--- src/rtl/uart_pwm_pkg.sv ---
// Shared constants, parser state and channel lookup
// for the UART-driven PWM command controller.
package uart_pwm_pkg;

  localparam logic [7:0] ASCII_LF = 8'h0A;
  localparam logic [7:0] ASCII_CR = 8'h0D;
  localparam logic [7:0] ASCII_0  = 8'h30;
  localparam logic [7:0] ASCII_9  = 8'h39;

  localparam int MAX_CH = 8;

  // Entry i is the letter selecting channel i.
  localparam logic [8*MAX_CH-1:0] CH_LETTERS = "RGBWACDE";

  typedef enum logic [1:0] {
    IDLE,
    DIGITS,
    DISCARD,
    COMMIT
  } parse_state_t;

  typedef struct packed {
    logic       valid;
    logic [2:0] idx;
  } ch_sel_t;

  // Map a byte to a channel index; only the first num_ch letters count.
  function automatic ch_sel_t letter_to_ch(
    input logic [7:0] b,
    input int         num_ch
  );
    ch_sel_t r;
    r = '0;
    for (int i = 0; i < MAX_CH; i++) begin
      if (i < num_ch && !r.valid &&
          CH_LETTERS[8*(MAX_CH-1-i) +: 8] == b) begin
        r.valid = 1'b1;
        r.idx   = 3'(i);
      end
    end
    return r;
  endfunction

endpackage

--- src/rtl/uart_pwm_cmd_ctrl_pwm_gen.sv ---
// PWM timebase: prescaler, free-running counter,
// wrap tick and per-channel registered comparators.
module pwm_gen
  import uart_pwm_pkg::*;
#(
  parameter int NUM_CH = 3,
  parameter int DUTY_W = 8,
  parameter int DIV    = 1
) (
  input  logic                     clk,
  input  logic                     rst,
  input  logic [NUM_CH*DUTY_W-1:0] duty,
  output logic [NUM_CH-1:0]        pwm_out,
  output logic                     wrap
);

  localparam int PW = (DIV > 1) ? $clog2(DIV) : 1;

  logic [PW-1:0]     presc;
  logic [DUTY_W-1:0] cnt;
  logic              tick;

  assign tick = (presc == PW'(DIV - 1));
  assign wrap = tick && (cnt == {DUTY_W{1'b1}});

  // Prescaler and period counter.
  always_ff @(posedge clk) begin
    if (rst) begin
      presc <= '0;
      cnt   <= '0;
    end else begin
      presc <= tick ? '0 : presc + PW'(1);
      if (tick) cnt <= cnt + DUTY_W'(1);
    end
  end

  // Registered compare per channel.
  always_ff @(posedge clk) begin
    if (rst) begin
      pwm_out <= '0;
    end else begin
      for (int i = 0; i < NUM_CH; i++)
        pwm_out[i] <= (cnt < duty[i*DUTY_W +: DUTY_W]);
    end
  end

endmodule

--- src/rtl/uart_pwm_cmd_ctrl.sv ---
// Line parser, shadow/active duty registers and echo.
// Optional ECHO_EN: 1-entry echo buffer toward uart_tx.
module uart_pwm_cmd_ctrl
  import uart_pwm_pkg::*;
#(
  parameter int NUM_CH     = 3,
  parameter int DUTY_W     = 8,
  parameter int MAX_DIGITS = 3,
  parameter int DIV        = 1
) (
  input  logic                     clk,
  input  logic                     rst,
  input  logic                     rx_valid,
  input  logic [7:0]               rx_data,
  input  logic                     tx_ready,
  output logic                     tx_valid,
  output logic [7:0]               tx_data,
  output logic [NUM_CH-1:0]        pwm_out,
  output logic [NUM_CH*DUTY_W-1:0] duty,
  output logic                     done,
  output logic                     err
);

  localparam int NW = $clog2(MAX_DIGITS + 1);
  localparam logic [DUTY_W-1:0] DMAX = {DUTY_W{1'b1}};

  parse_state_t      state, state_n;
  logic [2:0]        ch, ch_n;
  logic [DUTY_W-1:0] acc, acc_n;
  logic [NW-1:0]     ndig, ndig_n;
  logic              act, act_n;
  logic              store, commit, restore, err_n;

  logic [DUTY_W-1:0] duty_r [NUM_CH];
  logic [DUTY_W-1:0] shadow [NUM_CH];
  logic [NUM_CH-1:0] dirty;

  logic              wrap;
  logic              byte_v, is_lf, is_dig;
  logic [3:0]        dig;
  logic [DUTY_W+3:0] prod;
  ch_sel_t           sel;

  assign byte_v = rx_valid && (rx_data != ASCII_CR);
  assign is_lf  = (rx_data == ASCII_LF);
  assign is_dig = (rx_data >= ASCII_0) && (rx_data <= ASCII_9);
  assign dig    = rx_data[3:0];
  assign sel    = letter_to_ch(rx_data, NUM_CH);
  assign prod   = ({4'b0, acc} << 3) + ({4'b0, acc} << 1) +
                  {{DUTY_W{1'b0}}, dig};

  assign done = (state == IDLE);

  // Next-state, accumulator and register-update strobes.
  always_comb begin
    state_n = state;
    ch_n    = ch;
    acc_n   = acc;
    ndig_n  = ndig;
    act_n   = act;
    store   = 1'b0;
    commit  = 1'b0;
    restore = 1'b0;
    err_n   = 1'b0;
    if (byte_v) begin
      unique case (state)
        IDLE: begin
          if (sel.valid) begin
            state_n = DIGITS;
            ch_n    = sel.idx;
            acc_n   = '0;
            ndig_n  = '0;
          end else if (!is_lf) begin
            state_n = DISCARD;
            err_n   = 1'b1;
          end
        end
        DISCARD: begin
          if (is_lf) begin
            restore = 1'b1;
            state_n = IDLE;
          end
        end
        DIGITS, COMMIT: begin
          // In COMMIT a new line may start before the wrap.
          if (state == COMMIT && !act) begin
            if (sel.valid) begin
              act_n  = 1'b1;
              ch_n   = sel.idx;
              acc_n  = '0;
              ndig_n = '0;
            end else begin
              state_n = DISCARD;
              err_n   = 1'b1;
            end
          end else if (is_dig) begin
            if (ndig == NW'(MAX_DIGITS)) begin
              state_n = DISCARD;
              err_n   = 1'b1;
            end else begin
              acc_n  = (prod > {4'b0, DMAX}) ? DMAX
                                             : prod[DUTY_W-1:0];
              ndig_n = ndig + NW'(1);
            end
          end else if (sel.valid && ndig != '0) begin
            store  = 1'b1;
            ch_n   = sel.idx;
            acc_n  = '0;
            ndig_n = '0;
          end else if (is_lf && ndig != '0 &&
                       state == DIGITS) begin
            store   = 1'b1;
            state_n = COMMIT;
            act_n   = 1'b0;
          end else begin
            state_n = DISCARD;
            err_n   = 1'b1;
          end
        end
      endcase
      if (state_n == DISCARD) act_n = 1'b0;
    end
    if (state == COMMIT && wrap && state_n == COMMIT) begin
      commit  = 1'b1;
      state_n = act_n ? DIGITS : IDLE;
    end
  end

  // Parser registers, shadow and active duty banks.
  always_ff @(posedge clk) begin
    if (rst) begin
      state <= IDLE;
      ch    <= '0;
      acc   <= '0;
      ndig  <= '0;
      act   <= 1'b0;
      err   <= 1'b0;
      dirty <= '0;
      for (int i = 0; i < NUM_CH; i++) begin
        duty_r[i] <= '0;
        shadow[i] <= '0;
      end
    end else begin
      state <= state_n;
      ch    <= ch_n;
      acc   <= acc_n;
      ndig  <= ndig_n;
      act   <= act_n;
      err   <= err_n;
      if (restore) begin
        dirty <= '0;
        for (int i = 0; i < NUM_CH; i++)
          shadow[i] <= duty_r[i];
      end
      if (commit) begin
        dirty <= '0;
        for (int i = 0; i < NUM_CH; i++)
          if (dirty[i]) duty_r[i] <= shadow[i];
      end
      if (store) begin
        for (int i = 0; i < NUM_CH; i++) begin
          if (ch == 3'(i)) begin
            shadow[i] <= acc;
            dirty[i]  <= 1'b1;
          end
        end
      end
    end
  end

  for (genvar g = 0; g < NUM_CH; g++) begin : g_duty
    assign duty[g*DUTY_W +: DUTY_W] = duty_r[g];
  end

  pwm_gen #(
    .NUM_CH (NUM_CH),
    .DUTY_W (DUTY_W),
    .DIV    (DIV)
  ) u_pwm (
    .clk     (clk),
    .rst     (rst),
    .duty    (duty),
    .pwm_out (pwm_out),
    .wrap    (wrap)
  );

`ifdef ECHO_EN
  // One-entry echo buffer; bytes arriving while full are dropped.
  always_ff @(posedge clk) begin
    if (rst) begin
      tx_valid <= 1'b0;
      tx_data  <= '0;
    end else if (!tx_valid && rx_valid) begin
      tx_valid <= 1'b1;
      tx_data  <= rx_data;
    end else if (tx_valid && tx_ready) begin
      tx_valid <= 1'b0;
    end
  end
`else
  logic unused_tx_ready;
  assign unused_tx_ready = tx_ready;
  assign tx_valid = 1'b0;
  assign tx_data  = '0;
`endif

endmodule

--- config.mk ---
export PLATFORM = sky130hd
export DESIGN_NAME = uart_pwm_cmd_ctrl
export DESIGN_NICKNAME = d
export VERILOG_FILES = /design/src/rtl/uart_pwm_pkg.sv /design/src/rtl/uart_pwm_cmd_ctrl_pwm_gen.sv /design/src/rtl/uart_pwm_cmd_ctrl.sv
export SDC_FILE = /design/constraint.sdc
export NUM_CORES = 1
export LEC_CHECK = 0
export BUFFER_PORTS_ARGS = -buffer_cell sky130_fd_sc_hd__buf_2
export CAP_MARGIN = 20
export CELL_PAD_IN_SITES_DETAIL_PLACEMENT = 1
export CELL_PAD_IN_SITES_GLOBAL_PLACEMENT = 2
export CORE_MARGIN = 10
export CORE_UTILIZATION = 40
export CTS_CLUSTER_DIAMETER = 80
export DETAILED_ROUTE_END_ITERATION = 7
export PLACE_DENSITY_LB_ADDON = 0.15
export SETUP_SLACK_MARGIN = 0.5
export SKIP_LAST_GASP = 1
export SLEW_MARGIN = 5
export SYNTH_ARGS = -nofsm -noshare
export SYNTH_HDL_FRONTEND = slang
export SYNTH_SLANG_ARGS = --single-unit
--- constraint.sdc ---
create_clock -name clk -period 4.44 [get_ports clk]
set_input_delay 0.222 -clock clk [delete_from_list [all_inputs] [get_ports clk]]
set_output_delay 0.222 -clock clk [all_outputs]
set_load 0.01 [all_outputs]
## After elaboration in Yosys (flattened, before gate mapping)

Memories as Yosys holds them, arrays and structs flattened.
Cells that the tools add are included.

- $add $sub $neg: 5
- Magnitude comparators: 6
- Eq/ne operators: 18
- Multiplexer cells: 106
- Bitwise logic cells: 11
- Reductions and logical operators: 23

Operator list:

| cell | count |
|---|---|
| 8-bit two-way mux | 15 |
| 1-bit two-way mux | 60 |
| 2-bit two-way mux | 16 |
| 7-bit by 8-bit equality test with 1-bit output, first input constant | 3 |
| 8-bit < comparator | 3 |
| 3-bit two-way mux | 7 |
| 8-bit case mux with 2 select lines | 1 |
| 11-bit by 9-bit adder with 12-bit output | 1 |
| 12-bit by 4-bit adder with 12-bit output | 1 |
| 12-bit by 8-bit greater-than comparator with 1-bit output, second input constant | 1 |
| 4-bit two-way mux | 3 |
| 1-bit logical AND | 11 |
| 2-bit equality test, second input constant | 5 |
| 1-bit OR | 9 |
| 8-bit by 1-bit adder with 8-bit output, second input constant | 1 |
| 8-bit by 4-bit equality test with 1-bit output, second input constant | 1 |
| 8-bit equality test, second input constant | 1 |
| 8-bit by 6-bit >= comparator with 1-bit output, second input constant | 1 |
| 8-bit by 6-bit less-or-equal comparator with 1-bit output, second input constant | 1 |
| 4-bit != test, second input constant | 2 |
| 8-bit by 4-bit != test with 1-bit output, second input constant | 1 |
| 4-bit AND reduction | 2 |
| 3-bit != test, second input constant | 2 |
| 2-bit case mux with 3 select lines | 1 |
| other kinds (14) | 20 |

- Bits in registers: 32
- Memory bits (writable): 48
- Input bits: 12
- Output and inout port bits: 38
- Logic and storage cells: 181
- Memories: 2

Memories:

| memory | depth | bits a word | read ports | clocked after memory_dff | wr ports | line | source |
|---|---|---|---|---|---|---|---|
| duty_r | 3 | 8 | 3 | 0 | 3 | uart_pwm_cmd_ctrl.sv:34 | `logic [DUTY_W-1:0] duty_r [NUM_CH];` |
| shadow | 3 | 8 | 3 | 0 | 3 | uart_pwm_cmd_ctrl.sv:35 | `logic [DUTY_W-1:0] shadow [NUM_CH];` |

## Depth between registers and ports, before layout

Gate-level depths: netlist of run 1.

- Depth after elaboration: 22
- Mapped depth: 9
- Gate-level depth less buffers: 9

## Hierarchy

A second synthesis of run 1 with hierarchy kept.

- Cells, all modules: 425
- Area total of the unflattened synthesis: 4,583.1 µm²

Modules (own cells, without submodules):

| module | instances | cells each | area an instance (µm²) | sequential area each (µm²) |
|---|---|---|---|---|
| uart_pwm_cmd_ctrl | 1 | 313 | 3,567.2 | 1,841.8 |
| pwm_gen | 1 | 112 | 1,016.0 | 240.2 |

## Least setup slack after synthesis of run 1

Ideal clock, no wire load.

- Path kind: reg-to-reg
- Start: register acc[0]
- End: register acc[7]
- Setup time: 0.117 ns
- Data arrival time: 2.239 ns
- Data required time: 4.323 ns
- Slack: 2.084 ns
- Stages on the path, launching flop included: 9
- Path buffers: 0
- Clock period less this slack: 2.356 ns
- Path through: dfxtp_1 fa_1 fa_1 a21o_1 a21oi_1 nand2_1 mux2i_1 nand3_1 a32o_1

- Cells in the longest elaborated chain, start to end: 8

RTL lines:

| what | line | source |
|---|---|---|
| from (decl) | uart_pwm_cmd_ctrl.sv:29 | `logic [DUTY_W-1:0] acc, acc_n;` |
| from (signal assigned) | uart_pwm_cmd_ctrl.sv:146 | `acc <= acc_n;` |
| 11-bit by 9-bit adder with 12-bit output (*) | uart_pwm_cmd_ctrl.sv:49 | `assign prod = ({4'b0, acc} << 3) + ({4'b0, acc} << 1) +` |
| 12-bit by 4-bit adder with 12-bit output (*) | uart_pwm_cmd_ctrl.sv:49 |  |
| 12-bit by 8-bit greater-than comparator with 1-bit output | uart_pwm_cmd_ctrl.sv:101 | `acc_n = (prod > {4'b0, DMAX}) ? DMAX` |
| 8-bit two-way mux (*) | uart_pwm_cmd_ctrl.sv:101 |  |
| 8-bit two-way mux (*) | uart_pwm_cmd_ctrl.sv:97 | `if (ndig == NW'(MAX_DIGITS)) begin` |
| 8-bit two-way mux (*) | uart_pwm_cmd_ctrl.sv:96 | `end else if (is_dig) begin` |
| 8-bit two-way mux (*) | uart_pwm_cmd_ctrl.sv:86 | `if (state == COMMIT && !act) begin` |
| 8-bit case mux with 2 select lines (*) | uart_pwm_cmd_ctrl.sv:66 | `unique case (state)` |

Every way passes the cells marked *; elsewhere a longest branch is shown, timed or not. The select of a mux whose other input is x is not followed.
A chain may end at the register's enable or synchronous reset.

## Worst setup path after layout of run 1

- Start: register acc[2]
- End: register acc[4]

The elaborated chain is that of the path after synthesis.

==> flow_summary.yaml, run 1 <==
place:
  place.gp.congestion: 0.7701
  port_buffers: 39
  dp.cells: 581
  dp_hpwl_mm: 8.525
sta:
  worst_pin_slew_ns: 0.7867
  relSlewSlack: 0.4738
  fin_crit_ns: 2.820
  final_hold_viol_count: 0
  finalSetupViolCount: 0
  skew_ns: 0.005511
  slew_viol_final: 0
  fmax_ghz: 0.3547
  rsz0062_at_grt: "no"
  fin_setup_tns_ns: 0
  min_period_over_period: 0.6350
clock_network:
  clock_path_buffers: 2
  clock-sinks: 80
  clk_pin_slew_ns: 0.06
  cts_resized: 0
  cts_buffers: 9
  h-tree-depth: 3
  clk_latency_ns: 0.34
  cts_hold_buf: 0
  tritoncts: "yes"
  postCtsSetupBuffers: 0
  root_buffer: "clkbuf_16"
final_layout:
  nNetsFinal: 506
  syn2layout_area_growth_pct: 13.08
  num_antenna_cells: 0
  layout.cells.non_filler: 598
  most-common-layout-cells: "edfxtp_1, buf_2, ha_1, dfxtp_1, nor2_1"
  n_fill_cell: 1213
  drive_gt1_frac: 0.1725
  final_common_cell: "edfxtp_1"
die:
  die-area_um2: 15940
  fp.coreArea_um2: 10940
  die_h_um: 126.3
  ios: 50
  die_w_um: 126.3
  initial_utilization: 0.4129
  rows: 38
synth:
  synthCells: 412
  ys_types: 67
  yosysWarningCount: 0
  synth-seq-cells: 80
  synth-async-reset-ratio: 0
  ys_seq_area_frac: 0.4611
  synth_ff_type: "edfxtp_1"
  synth_area_per_cell_um2: 10.96
  synth_edf_count: 48
  syn_area_um2: 4516
routing:
  drtIter0Drc: 217
  routedWlPerCell_um: 19.11
  via_per_inst: 5.512
  detail-route-antenna-nets: 0
  drc: 0
  via_count: 3296
  routed_wl_mm: 11.43
  dr.pass1.iters: 4
hold_path:
  hold_depth: 3
  min_to: "err$_SDFF_PP0_"
  min_from: "rx_valid"
  hp-class: "in -> reg"
worst_setup_path:
  r2r-end: "acc[4]$_SDFFE_PP0P_"
  cp_common_cell: "fa_1"
  critical_path_cell_count: 7
  reg2reg_slack_ns: 1.62
  worstSetupEndpointType: "flop"
  critPathLaunchType: "flop"
  reg2regPathDepth: 7
  crit_path_max_incr_delay_ns: 0.54
  reg2reg_from: "acc[2]$_SDFFE_PP0P_"
  cp_top_family: "adder cells"
  critPathRequiredTime_ns: 4.71
  cp_max_fo: 7
  critPathSlowestCell: "dfxtp_1"
  arrival_ns: 3.09
  worstSetupPathType: "reg -> reg"
  crit_chain: "fa_1 > fa_1 > a211oi_1 > nor4_1 > o21ai_1 > nor2_1 > o2bb2ai_1"
  worst-path-buf-inv: 0
grt:
  grtUsageTotal: 0.1444
  grt_first_pass_wirelength_mm: 18.37
  grt_max_degree: 28
  antenna_found_initial: 0
  grt-ovfl-total: 0
  grt_pass1_vias: 3429
run_status:
  status: "complete, no violations"
run:
  drv_cap: 0
power_and_ir_drop:
  p_per_area_nw_per_um2: 327.5
  ir_worst_vdd_v: 0.0002396
  leakage_uw: 0.002185
## tightest hold or removal path, cell delays in order
cell	delay [ns]
buf_2	0.11
o311ai_2	0.12
nor2_1	0.07
## through the flow
step / power (uW) / cell area, um2 / hold slack, ns / utilization / setup slack, ns
global route: 1742 / 5106 / 0.2489 / 0.4669 / 1.306
finish: 1672 / 5106 / 0.2323 / 0.4669 / 1.620
floorplan: 905.0 / 4549 / 0.3741 / - / 2.084
global placement: 938.9 / 4791 / 0.4613 / 0.4381 / 1.514
CTS: 1696 / 5101 / 0.2233 / 0.4665 / 1.450
detailed placement: 941.4 / 4791 / 0.4691 / 0.4381 / 1.469
## sequential cells by signal, indices dropped and copies added, names as in the netlist
| signal | flops |
|---|---|
| u_pwm.presc | 1 |
| shadow | 24 |
| ndig | 2 |
| u_pwm.cnt | 8 |
| act | 1 |
| err | 1 |
| duty_r | 24 |
| dirty | 3 |
| state | 2 |
| acc | 8 |
| ch | 3 |
| u_pwm.pwm_out | 3 |
## power breakdown
part	switching [uW]	internal, uW
Clock	300	448
Combinational	63.0	38.6
Sequential	17.4	806
## cell families after synthesis
family / Yosys count / synth area share
XOR/XNOR: 10 / 0.01940
buffers and inverters: 49 / 0.05625
AND/OR/NAND/NOR: 136 / 0.1737
adder cells (fa/ha/maj): 41 / 0.1169
other: 1 / 0.0008305
AO/OA/AOI/OAI: 93 / 0.1674
flip-flops: 80 / 0.4611
multiplexers: 2 / 0.004434
## cell usage after synthesis (all sizes together), types with 2 or more instances
library cell / number / area (um2)
nor3: 8 / 51.30
a21o: 9 / 67.56
or2: 2 / 12.52
a22o: 24 / 210.2
buf: 16 / 130.1
ha: 39 / 488.0
o22ai: 2 / 12.51
inv: 28 / 105.1
or3: 2 / 12.51
nand2b: 6 / 37.54
dfxtp: 32 / 640.6
a32o: 2 / 20.02
nor4: 7 / 50.05
xnor2: 5 / 43.79
or4: 5 / 37.54
nand2: 20 / 77.58
o21ba: 2 / 20.02
and3b: 2 / 17.52
nand4b: 2 / 17.52
nor2: 32 / 138.9
a211oi: 7 / 57.55
a21oi: 7 / 50.05
nor2b: 3 / 18.77
xor2: 5 / 43.79
mux2i: 2 / 20.02
clkbuf: 5 / 18.77
and3: 3 / 18.77
o21bai: 3 / 26.27
o311ai: 5 / 51.30
nand4: 3 / 18.77
and4: 2 / 17.52
nand3: 6 / 30.03
fa: 2 / 40.04
nand3b: 4 / 30.03
o2bb2ai: 7 / 61.31
edfxtp: 48 / 1441
o21ai: 15 / 75.07
and2: 25 / 156.4
## how the worst max path moves through the flow
stage,startpoint,to
global route,state[0]$_SDFF_PP0_,duty_r[0][10]$_SDFFCE_PN0P_
CTS,state[0]$_SDFF_PP0_,shadow[0][20]$_DFFE_PP_
finish,acc[2]$_SDFFE_PP0P_,acc[4]$_SDFFE_PP0P_
detailed placement,state[0]$_SDFF_PP0_,shadow[0][19]$_DFFE_PP_
global placement,state[0]$_SDFF_PP0_,shadow[0][22]$_DFFE_PP_
floorplan,acc[0]$_SDFFE_PP0P_,acc[7]$_SDFFE_PP0P_
## final cells by class
cell class | instances | area (um2) | share of cell area
Inverter | 28 | 105.1 | 0.02058
Multi-Input combinational cell | 292 | 2218 | 0.4345
Tap cell | 140 | 175.2 | 0.03431
Clock inverter | 5 | 35.03 | 0.006861
Clock buffer | 11 | 275.3 | 0.05391
Timing Repair Buffer | 42 | 215.2 | 0.04215
Sequential cell | 80 | 2082 | 0.4077
## layer usage
| metal | track usage | up-vias | part of all wire |
|---|---|---|---|
| met3 | 0.03230 | 13 | 0.032 |
| li1 | - | 1596 | - |
| met5 | 0 | - | 0 |
| met2 | 0.2449 | 49 | 0.49 |
| met4 | 0.05559 | 0 | 0.018 |
| met1 | 0.1742 | 1638 | 0.46 |
(Power assumes the default switching activity.)
==> inputs of run 2 (changes only) <==
Settings changed: CORE_UTILIZATION 40 to 35.
Clock period 4.44 ns to 2.5 ns, I/O delays scaled along.
==> run 2 against run 1 <==
Register-to-register slack worse by 1.4 ns. Routed wire length up 17%. Via count up 8.2%. Utilization up 0.68 points. Setup slack worse by 1.4 ns. Non-clock buffer count up 49. Combinational power up 120%. Fmax up 26%. Final cell count up 14%. Sequential cell count unchanged. Hold slack worse by 0.11 ns.
==> flow_summary.yaml, run 2 (synthesis results as in run 1) <==
run_status:
  status: "complete, no violations"
routing:
  routed_wl_mm: 13.32
  dr.pass1.iters: 4
  drc: 0
  routedWlPerCell_um: 19.58
  detail-route-antenna-nets: 0
  via_per_inst: 5.243
  via_count: 3565
  drtIter0Drc: 228
sta:
  layout_setup_ws_ns: 0.2615
  fmax_ghz: 0.4467
  relSlewSlack: 0.6172
  min_period_over_period: 0.8954
  slew_viol_final: 0
  skew_ns: 0.008696
  finalSetupViolCount: 0
  fin_crit_ns: 2.239
  final_hold_viol_count: 0
  worst_pin_slew_ns: 0.5704
  rsz0062_at_grt: "yes"
  fin_setup_tns_ns: 0
die:
  die-area_um2: 17850
  ios: 50
  fp.coreArea_um2: 12620
  rows: 41
  initial_utilization: 0.3578
  die_w_um: 133.6
  die_h_um: 133.6
worst_setup_path:
  critPathLaunchType: "flop"
  cp_top_family: "adder cells"
  reg2reg_from: "acc[0]$_SDFFE_PP0P_"
  cp_common_cell: "ha_4"
  worstSetupPathType: "reg -> reg"
  worstSetupEndpointType: "flop"
  crit_path_max_incr_delay_ns: 0.42
  critPathRequiredTime_ns: 2.73
  critPathSlowestCell: "fa_2"
  cp_max_fo: 3
  crit_chain: "buf_4 > ha_4 > ha_4 > fa_2 > a21o_1 > a21oi_2 > nand2_1 > mux2i_1 > nand3_1 > a32o_1"
  crit_start: "acc[0]$_SDFFE_PP0P_"
  worst-path-buf-inv: 1
  arrival_ns: 2.47
  reg2reg_slack_ns: 0.26
power_and_ir_drop:
  clock_power_share: 0.442
  swShare: 0.2379
  ir_worst_vdd_v: 0.0002782
  combPwrFrac: 0.074
  internal_power_uw: 2294
  p_seq_frac: 0.485
  leakage_uw: 0.002563
  p_per_area_nw_per_um2: 503.6
  power_switching_uw: 716.3
grt:
  grt_max_degree: 27
  grt_pass1_vias: 3627
  grtUsageTotal: 0.1466
  antenna_found_initial: 0
  grt_first_pass_wirelength_mm: 20.36
  grt-ovfl-total: 0
hold_path:
  min_from: "rx_data[0]"
  hp-class: "in -> reg"
clock_network:
  clk_pin_slew_ns: 0.06
  h-tree-depth: 3
  clk_latency_ns: 0.34
  root_buffer: "clkbuf_16"
  tritoncts: "yes"
  clock-sinks: 80
  cts_buffers: 9
  clock_path_buffers: 2
final_layout:
  most-common-layout-cells: "edfxtp_1, buf_2, buf_4, ha_1, inv_1"
  largestRegisters: "duty_r: 24 flops, shadow: 24 flops"
  drive_gt1_frac: 0.3681
  syn2layout_area_growth_pct: 32.39
  nNetsFinal: 556
  layout.cells.non_filler: 680
  final_common_cell: "edfxtp_1"
  num_antenna_cells: 0
place:
  dp.cells: 634
  dp_hpwl_mm: 9.172
  port_buffers: 39
  place_ws_ns: 0.1128
  place.gp.congestion: 0.8311
run:
  drv_cap: 0
-- run 2: worst reg2reg max path: cells and delay by family (launching register included) --
family / cells / cell delay [ns]
fa+ha+maj: 3 / 0.74
buf+inv: 1 / 0.14
flops: 1 / 0.36
mux: 1 / 0.15
compound gates: 3 / 0.56
simple gates: 2 / 0.19
-- run 2: through the flow --
step / hold slack (ns) / cell area (um2) / util / total power [uW]
2_1_floorplan: 0.2756 / 4594 / - / 1607
3_3_place_gp: 0.4430 / 5046 / 0.3999 / 1689
3_5_place_dp: 0.4626 / 5046 / 0.3999 / 1695
4_1_cts: 0.1101 / 5741 / 0.4549 / 3028
5_1_grt: 0.1454 / 5978 / 0.4737 / 3110
6_report: 0.1252 / 5978 / 0.4737 / 3011
-- run 2: per-layer routing --
metal	track usage	vias up	wire length (um)
met5	0	-	0
met4	0.05562	0	226
met3	0.02519	14	518
met2	0.2497	76	6775
met1	0.1804	1775	5797
li1	-	1700	-
-- run 2: power groups by stage --
stage                     registers, uW  clock network [uW]  logic, uW
after floorplan                    1490                   0        122
after global placement             1490                   0        202
after detailed placement           1490                   0        207
after CTS                          1460                1350        216
after global routing               1460                1400        247
final                              1460                1330        222
-- run 2: path summary, 6_finish.rpt --
| path | endpoint | cells after the start |
|---|---|---|
| min | acc[0]$_SDFFE_PP0P_ | 3 |
| max | acc[7]$_SDFFE_PP0P_ | 10 |
| max reg2reg | acc[7]$_SDFFE_PP0P_ | 10 |
| min reg2reg | ch[2]$_SDFFE_PP0P_ | 1 |
-- run 2: final cells by class --
cell class / count / area, um2
fill: 1402 / 6641
multi-input combinational: 293 / 2524
sequential: 80 / 2102
timing repair buffer: 91 / 733.2
clock buffer: 10 / 229.0
tap: 172 / 215.2
inverter: 28 / 107.6
clock inverter: 6 / 67.56
-- run 2: what timing repair did --
item,CTS,global route
pin swaps,16,41
gates resized for setup,41,42
cloned,4,0
endpoints found under the setup margin,104,93
buffers inserted,18,8
hold buffers,0,0
==> inputs of run 3 (changes only) <==
Settings changed: SETUP_SLACK_MARGIN 0.5 to 0.4.
==> run 3 against run 2 <==
Sequential cell count did not move. Fmax is 2.8% lower. Sequential share of layout area increased by 0.58 points. Non-clock buffer count shrank 1. Utilization shrank 0.71 points. Final cell count shrank 0.15%. Register-to-register slack got worse by 0.06 ns. Via count fell by 0.59%. Sequential power is essentially flat. Die area unchanged. Clock power is essentially flat. Combinational power shrank 3%.
==> flow_summary.yaml, run 3 (synthesis results as in run 1) <==
sta:
  relSlewSlack: 0.6226
  final_hold_viol_count: 0
  worst_pin_slew_ns: 0.5623
  fin_crit_ns: 2.302
  rsz0062_at_grt: "yes"
  finalHoldWorstSlack_ns: 0.1163
  slew_viol_final: 0
  layout_setup_ws_ns: 0.1978
  fmax_ghz: 0.4344
  fin_setup_tns_ns: 0
  skew_ns: 0.005978
  finalSetupViolCount: 0
  min_period_over_period: 0.9209
clock_network:
  clk_pin_slew_ns: 0.07
  cts_buffers: 9
  clock_path_buffers: 2
  h-tree-depth: 3
  cts_hold_buf: 0
  clock-sinks: 80
  root_buffer: "clkbuf_16"
  clk_latency_ns: 0.35
  tritoncts: "yes"
routing:
  via_count: 3544
  dr.pass1.iters: 4
  via_per_inst: 5.219
  routed_wl_mm: 13.66
  drc: 0
  detail-route-antenna-nets: 0
  drtIter0Drc: 214
  routedWlPerCell_um: 20.11
worst_setup_path:
  critPathLaunchType: "flop"
  reg2regPathDepth: 9
  crit_start: "acc[2]$_SDFFE_PP0P_"
  critPathRequiredTime_ns: 2.74
  reg2reg_slack_ns: 0.20
  worstSetupEndpointType: "flop"
  r2r-end: "acc[4]$_SDFFE_PP0P_"
  worstSetupPathType: "reg -> reg"
  arrival_ns: 2.54
  reg2reg_from: "acc[2]$_SDFFE_PP0P_"
  cp_max_fo: 7
die:
  ios: 50
  die_w_um: 133.6
  initial_utilization: 0.3578
  rows: 41
  die-area_um2: 17850
  fp.coreArea_um2: 12620
  die_h_um: 133.6
grt:
  grt_max_degree: 27
  grt_util_met3: 0.03158
  grt-ovfl-total: 0
  grt_use_met2: 0.2632
  grtUsageMet1: 0.1888
  busiest_layer: "met2"
  grt_pass1_vias: 3758
  grtUsageTotal: 0.1542
  grt_first_pass_wirelength_mm: 21.38
  antenna_found_initial: 0
place:
  place.gp.congestion: 0.7415
  dp_hpwl_mm: 9.110
  dp.cells: 633
  port_buffers: 39
  place_ws_ns: 0.1310
run_status:
  status: "complete, no violations"
final_layout:
  n_fill_cell: 1397
  syn2layout_area_growth_pct: 30.40
  final_common_cell: "edfxtp_1"
  num_antenna_cells: 0
  layout.cells.non_filler: 679
  drive_gt1_frac: 0.3609
  utilization: 0.4666
  most-common-layout-cells: "edfxtp_1, buf_2, buf_4, ha_1, nor2_1"
  nNetsFinal: 555
  largestRegisters: "duty_r: 24 flops, shadow: 24 flops"
power_and_ir_drop:
  p_per_area_nw_per_um2: 514.6
  leakage_uw: 0.002500
  ir_worst_vdd_v: 0.0002953
hold_path:
  hold_depth: 3
  hp-class: "in -> reg"
  min_to: "acc[0]$_SDFFE_PP0P_"
  min_from: "rx_data[0]"
run:
  drv_cap: 0
## run 3: cell types whose count changed in the layout (fill, tap and decap cells not counted), sizes merged
cell	before	now
buf	91	89
clkbuf	10	11
## run 3: repair_timing
item	CTS	global route
gates cloned	3	1
setup endpoints to repair	96	92
endpoints found under the hold margin	0	0
resized for setup	36	39
buffers inserted	16	10
pin swaps	19	26
## run 3: final cells by class
cell class              count  area (um2)  share of cell area
repair buffers             90       710.7              0.1207
flip-flops and latches     80        2105              0.3574
clock inverters             6       68.82             0.01169
well taps                 172       215.2             0.03655
clock buffers              10       229.0             0.03889
inverters                  28       105.1             0.01785
multi-input cells         293        2455              0.4169
## run 3: worst max-delay path, stage by stage (launching register included)
cell and delay, ns:
dfxtp_2 0.33, fa_1 0.63, ha_4 0.23, a211oi_2 0.20, o21bai_1 0.11, nor4_1 0.27, o21ai_1 0.09, buf_4 0.17
nor2_2 0.10, o2bb2ai_1 0.06
## run 3: how the worst max path moves through the flow
stage	endpoint	cells after the start
after floorplan	acc[7]$_SDFFE_PP0P_	8
after global routing	acc[5]$_SDFFE_PP0P_	9
after detailed placement	shadow[0][16]$_DFFE_PP_	6
after global placement	duty_r[0][0]$_SDFFCE_PN0P_	8
final	acc[4]$_SDFFE_PP0P_	9
after CTS	acc[5]$_SDFFE_PP0P_	9
## run 3: layer usage
layer,vias up,wire [um]
li1,1694,-
met2,54,6935
met1,1784,6071
met5,-,0
met4,0,209
met3,12,440
## run 3: power breakdown
part | leakage [uW] | switching, uW | internal, uW
registers | 0.000761 | 31.4 | 1430
clock network | 0.000144 | 576 | 781
logic | 0.00159 | 130 | 86.0
## run 3: stage by stage
step,power (uW),cell area (um2)
3_5_place_dp,1695,5037
5_1_grt,3155,5888
6_report,3030,5888
3_3_place_gp,1691,5037
2_1_floorplan,1607,4581
4_1_cts,3057,5653
